File: src/rtl/seq_divider.sv
// seq_divider: multi-cycle signed divider using a non-restoring shift/subtract
// core over operand magnitudes, followed by a sign fix-up step.
//
// Ports:
//   clk          rising-edge clock
//   clr          synchronous active-high reset (aborts any divide in flight)
//   start        begin a divide; only sampled while idle
//   dividend     signed dividend, captured on accept
//   divisor      signed divisor, captured on accept
//   busy         high whenever the FSM is not idle
//   done         one-cycle pulse when results are valid
//   quotient     signed quotient, truncated toward zero
//   remainder    signed remainder, carries the sign of the dividend
//   div_by_zero  the last accepted divisor was zero
//
// Timing for an accept in cycle T:
//   nonzero divisor -> RUN T+1..T+WIDTH, FIX T+WIDTH+1, DONE T+WIDTH+2
//   zero divisor    -> DONE at T+1
module seq_divider #(
    parameter int WIDTH = 32
) (
    input  logic             clk,
    input  logic             clr,
    input  logic             start,
    input  logic [WIDTH-1:0] dividend,
    input  logic [WIDTH-1:0] divisor,
    output logic             busy,
    output logic             done,
    output logic [WIDTH-1:0] quotient,
    output logic [WIDTH-1:0] remainder,
    output logic             div_by_zero
);

    typedef enum logic [1:0] {IDLE, RUN, FIX, DONE} state_t;

    localparam int CW = $clog2(WIDTH + 1);

    state_t         state, state_nx;
    logic [WIDTH:0] acc;       // partial remainder, one extra bit for sign
    logic [WIDTH-1:0] q_reg;   // quotient magnitude being built
    logic [WIDTH-1:0] m_reg;   // divisor magnitude
    logic           q_neg;
    logic           r_neg;
    logic [CW-1:0]  cnt;

    logic [WIDTH:0]   acc_sh, acc_step, acc_fix;
    logic [WIDTH-1:0] q_fin, r_fin;
    logic [WIDTH-1:0] dividend_abs, divisor_abs;

    // Magnitudes are unsigned WIDTH-bit values, so -2^(WIDTH-1) maps to
    // 2^(WIDTH-1) without overflow.
    assign dividend_abs = dividend[WIDTH-1] ? -dividend : dividend;
    assign divisor_abs  = divisor[WIDTH-1]  ? -divisor  : divisor;

    // One non-restoring step: shift {acc,q} left, then add or subtract the
    // divisor depending on the sign of the partial remainder before the shift.
    assign acc_sh   = {acc[WIDTH-1:0], q_reg[WIDTH-1]};
    assign acc_step = acc[WIDTH] ? (acc_sh + {1'b0, m_reg})
                                 : (acc_sh - {1'b0, m_reg});

    // A negative final partial remainder needs one restore.
    assign acc_fix = acc[WIDTH] ? (acc + {1'b0, m_reg}) : acc;
    assign q_fin   = q_neg ? -q_reg : q_reg;
    assign r_fin   = r_neg ? -acc_fix[WIDTH-1:0] : acc_fix[WIDTH-1:0];

    always_ff @(posedge clk) begin
        if (clr) state <= IDLE;
        else     state <= state_nx;
    end

    always_comb begin
        state_nx = state;
        busy     = (state != IDLE);
        done     = (state == DONE);
        case (state)
            IDLE: if (start) state_nx = (divisor == '0) ? DONE : RUN;
            RUN:  if (cnt == CW'(WIDTH - 1)) state_nx = FIX;
            FIX:  state_nx = DONE;
            DONE: state_nx = IDLE;
            default: state_nx = IDLE;
        endcase
    end

    always_ff @(posedge clk) begin
        if (clr) begin
            acc         <= '0;
            q_reg       <= '0;
            m_reg       <= '0;
            q_neg       <= 1'b0;
            r_neg       <= 1'b0;
            cnt         <= '0;
            quotient    <= '0;
            remainder   <= '0;
            div_by_zero <= 1'b0;
        end else begin
            case (state)
                IDLE: begin
                    if (start) begin
                        acc   <= '0;
                        q_reg <= dividend_abs;
                        m_reg <= divisor_abs;
                        q_neg <= dividend[WIDTH-1] ^ divisor[WIDTH-1];
                        r_neg <= dividend[WIDTH-1];
                        cnt   <= '0;
                        if (divisor == '0) begin
                            quotient    <= '1;
                            remainder   <= dividend;
                            div_by_zero <= 1'b1;
                        end else begin
                            div_by_zero <= 1'b0;
                        end
                    end
                end
                RUN: begin
                    acc   <= acc_step;
                    q_reg <= {q_reg[WIDTH-2:0], ~acc_step[WIDTH]};
                    cnt   <= cnt + CW'(1);
                end
                FIX: begin
                    quotient  <= q_fin;
                    remainder <= r_fin;
                end
                default: ;
            endcase
        end
    end

endmodule

File: config.mk
export PLATFORM = sky130hd
export DESIGN_NAME = seq_divider
export DESIGN_NICKNAME = d
export VERILOG_FILES = /design/src/rtl/seq_divider.sv
export SDC_FILE = /design/constraint.sdc
export NUM_CORES = 1
export LEC_CHECK = 0
export CORE_ASPECT_RATIO = 1.1
export CORE_UTILIZATION = 31
export DETAILED_ROUTE_END_ITERATION = 12
export GPL_ROUTABILITY_DRIVEN = 0
export SLEW_MARGIN = 20
export SYNTH_ARGS = -nofsm -noshare
export SYNTH_HDL_FRONTEND = slang
export SYNTH_SLANG_ARGS = --single-unit
export TNS_END_PERCENT = 5
File: constraint.sdc
create_clock -name clk -period 7.2 [get_ports clk]
set_input_delay 1.08 -clock clk [delete_from_list [all_inputs] [get_ports clk]]
set_output_delay 1.08 -clock clk [all_outputs]
set_load 0.01 [all_outputs]
==> flow_summary.yaml <==
status:
  status: "finished clean"
synthesis:
  synth_edf_count: 0
  netlist_top_cells_area: "dfxtp_1 25%, ha_1 6.7%, xor2_1 6.2%"
  ys_seq_area_frac: 0.2521
  syn_inst: 1759
  synth_area_leader_cell: "dfxtp_1"
  synth-main-ff-cell: "dfxtp_1"
  synth_seq_cells: 172
  synth_fp_nets: 1901
  synth_top_area_share: 0.2521
  synth_cell_types: 85
  synth.yosys.warnings: 0
  syn-cell-area_sq_mm: 0.01366
  synth_area_per_cell_sq_um: 7.765
  synthArstFlopShare: 0
global_route:
  grt_overflow: 0
  grt_pass1_vias: 12380
  antenna_found_initial: 0
  track_usage: 0.1850
  grt_pass1_wl_um: 66610
  grt_max_degree: 110
clock_tree:
  cts_hold_buf: 0
  clock_sinks: 172
  postCtsSetupRepairBufs: 0
  clockBufferDepth: 2
  cts.repair.resized: 0
  cts_tree: "done"
  cts_buffers: 17
  root_buffer: "clkbuf_16"
  htreeDepth: 4
  clk_pin_slew_ns: 0.08
  insertion_delay_ns: 0.46
setup_path:
  critPathRequiredTime_ns: 7.51
  path_buf_inv: 0
  timing.rr.start: "m_reg[2]"
  crit_family: "simple AND/OR/NAND/NOR gates"
  r2r_end: "q_reg[0]"
  ff2ff_setup_slack_ns: 1.92
  critPathMaxFanout: 7
  reg2reg_depth: 17
  path_class: "flop to flop"
  crit_arrival_ns: 5.60
  cp-start-kind: "flop"
  slowest_delay_ns: 0.66
  crit_chain: "or3_1 -> or3_1 -> nor4_1 -> a21oi_1 -> xnor2_1 -> ha_1 -> and4_1 -> nand3_1 -> a211oi_1 -> a211oi_1 -> o21ai_0 -> a221oi_1 -> o41ai_1 -> xnor2_1 -> nor2_1 -> a2bb2oi_1 -> nor2_1"
  endpoint_kind: "flop"
  slowest_stage: "nor4_1"
  cp-startpoint: "m_reg[2]"
sta:
  slew_viol_final: 0
  finalCriticalPeriod_ns: 5.282
  tightestPinTransition_ns: 1.138
  rsz0062_at_grt: "no"
  setup_viol: 0
  slew_headroom: 0.2217
  skew_ns: 0.01289
  fin_tns_setup_ns: 0
  clock.fmax_ghz: 0.1893
  hold_viol_final: 0
  post-route-period-util: 0.7336
  whs_ns: 0.4859
power_and_ir_drop:
  peakVddDrop_uv: 160.4
  switchingPower_mw: 3.657
  clock_power_share: 0.127
  power_frac_comb: 0.650
  swShare: 0.4990
  p_per_area_mw_per_mm2: 459.2
  intPower_mw: 3.672
  seqPwrFrac: 0.223
  p_leak_nw: 5.912
detailed_routing:
  via_per_inst: 5.511
  post_drt_wl_per_cell_um: 17.55
  drt-total-wl_um: 42230
  antenna_left: 0
  first_pass_iters: 5
  first_iter_violations: 1017
  vias: 13270
  drc: 0
floorplanning:
  die_h_um: 222.2
  die_area_sq_mm: 0.04491
  initial_core_util: 0.3144
  die_w_um: 202.1
  core_area_sq_mm: 0.04344
  placementRows: 80
  io-pin-count: 134
layout:
  final-seq-area_sq_mm: 0.003445
  top_register: "acc"
  area_growth_pct: 16.83
  multi_input_comb_area_sq_mm: 0.009629
  drive_gt1_frac: 0.05237
  fill_cells: 4595
  finalInstanceArea_sq_mm: 0.01596
  diodes: 0
  final_nets: 1962
  largest_reg_flops: 33
worst_hold_path:
  min_path_cells: 2
  hold_path_class: "flop to flop"
  hp-start: "div_by_zero"
  hold_path_end: "div_by_zero"
place:
  dpl.hpwl_um: 31970
  post_dp_cell_area_sq_mm: 0.01538
  numPortBuffers: 133
job:
  max_cap_violations: 0
area by class of cell:
type,count,area share
Sequential cell,172,0.2159
Clock buffer,18,0.02689
Inverter,42,0.009879
Timing Repair Buffer,147,0.08978
Clock inverter,14,0.009174
Tap cell,574,0.04501
Multi-Input combinational cell,1440,0.6034
metal layers:
layer | part of all wire | GRT usage | up-vias
met3 | 0.056 | 0.02778 | 52
met1 | 0.48 | 0.2563 | 6170
met4 | 0.017 | 0.05093 | 0
met2 | 0.44 | 0.2963 | 408
li1 | - | - | 6636
met5 | 0 | 0 | -
layout by cell type (no fill, tap or decap), drive strengths merged, types with 50 or more instances in the layout:
| cell | count |
|---|---|
| nor2 | 196 |
| o21ai | 89 |
| a211oi | 58 |
| xor2 | 97 |
| nand2 | 155 |
| dfxtp | 172 |
| ha | 73 |
| inv | 50 |
| clkdlybuf4s50 | 131 |
| xnor2 | 91 |
| a21oi | 132 |
power groups by stage:
stage / Sequential [mW] / Clock, mW / Combinational (mW)
after floorplan: 1.53 / 0 / 3.58
after global placement: 1.63 / 0 / 4.63
after detailed placement: 1.65 / 0 / 4.70
after CTS: 1.63 / 0.941 / 4.72
after global routing: 1.67 / 0.983 / 5.26
final: 1.64 / 0.930 / 4.76
through the flow:
stage               setup WS, ns    util  total power, mW  cells
floorplan                  2.014       -            5.104   1759
global placement           1.761  0.3541            6.262   2375
detailed placement         1.606  0.3541            6.350   2375
CTS                        2.023  0.3674            7.286   2407
global route               1.495  0.3673            7.913   2407
finish                     1.918  0.3673            7.328   2407
logic make-up after synthesis:
kind of cell	count (synthesis)	share of synthesized area
AOI/OAI and AO/OA	577	0.2937
and+or+nand+nor	573	0.1992
xor gates and xnor gates	188	0.1205
DFF	172	0.2521
buffers and inverters	147	0.04433
adders and majority gates	75	0.06980
muxes	27	0.02033
synthesized netlist by cell type, drive strengths merged (38+ instances only):
master / instances
nor2: 196
dfxtp: 172
nand2: 155
a21oi: 132
xor2: 97
xnor2: 91
o21ai: 89
clkbuf: 80
ha: 73
a211oi: 58
a21o: 43
inv: 41
nor3: 38
tightest hold or removal path: stages, from the launching register on:
cell     delay (ns)
dfxtp_1        0.33
nand2_1        0.06
a21oi_1        0.06
worst max path at each step:
| stage | slack [ns] | depth (start not counted) | to |
|---|---|---|---|
| after global routing | 1.49 | 17 | q_reg[0] |
| final | 1.92 | 17 | q_reg[0] |
| after global placement | 1.76 | 14 | quotient[14] |
| after floorplan | 2.01 | 20 | q_reg[0] |
| after detailed placement | 1.61 | 14 | quotient[4] |
| after CTS | 2.02 | 17 | q_reg[0] |
No activity file was read; power rests on OpenSTA's default activity.
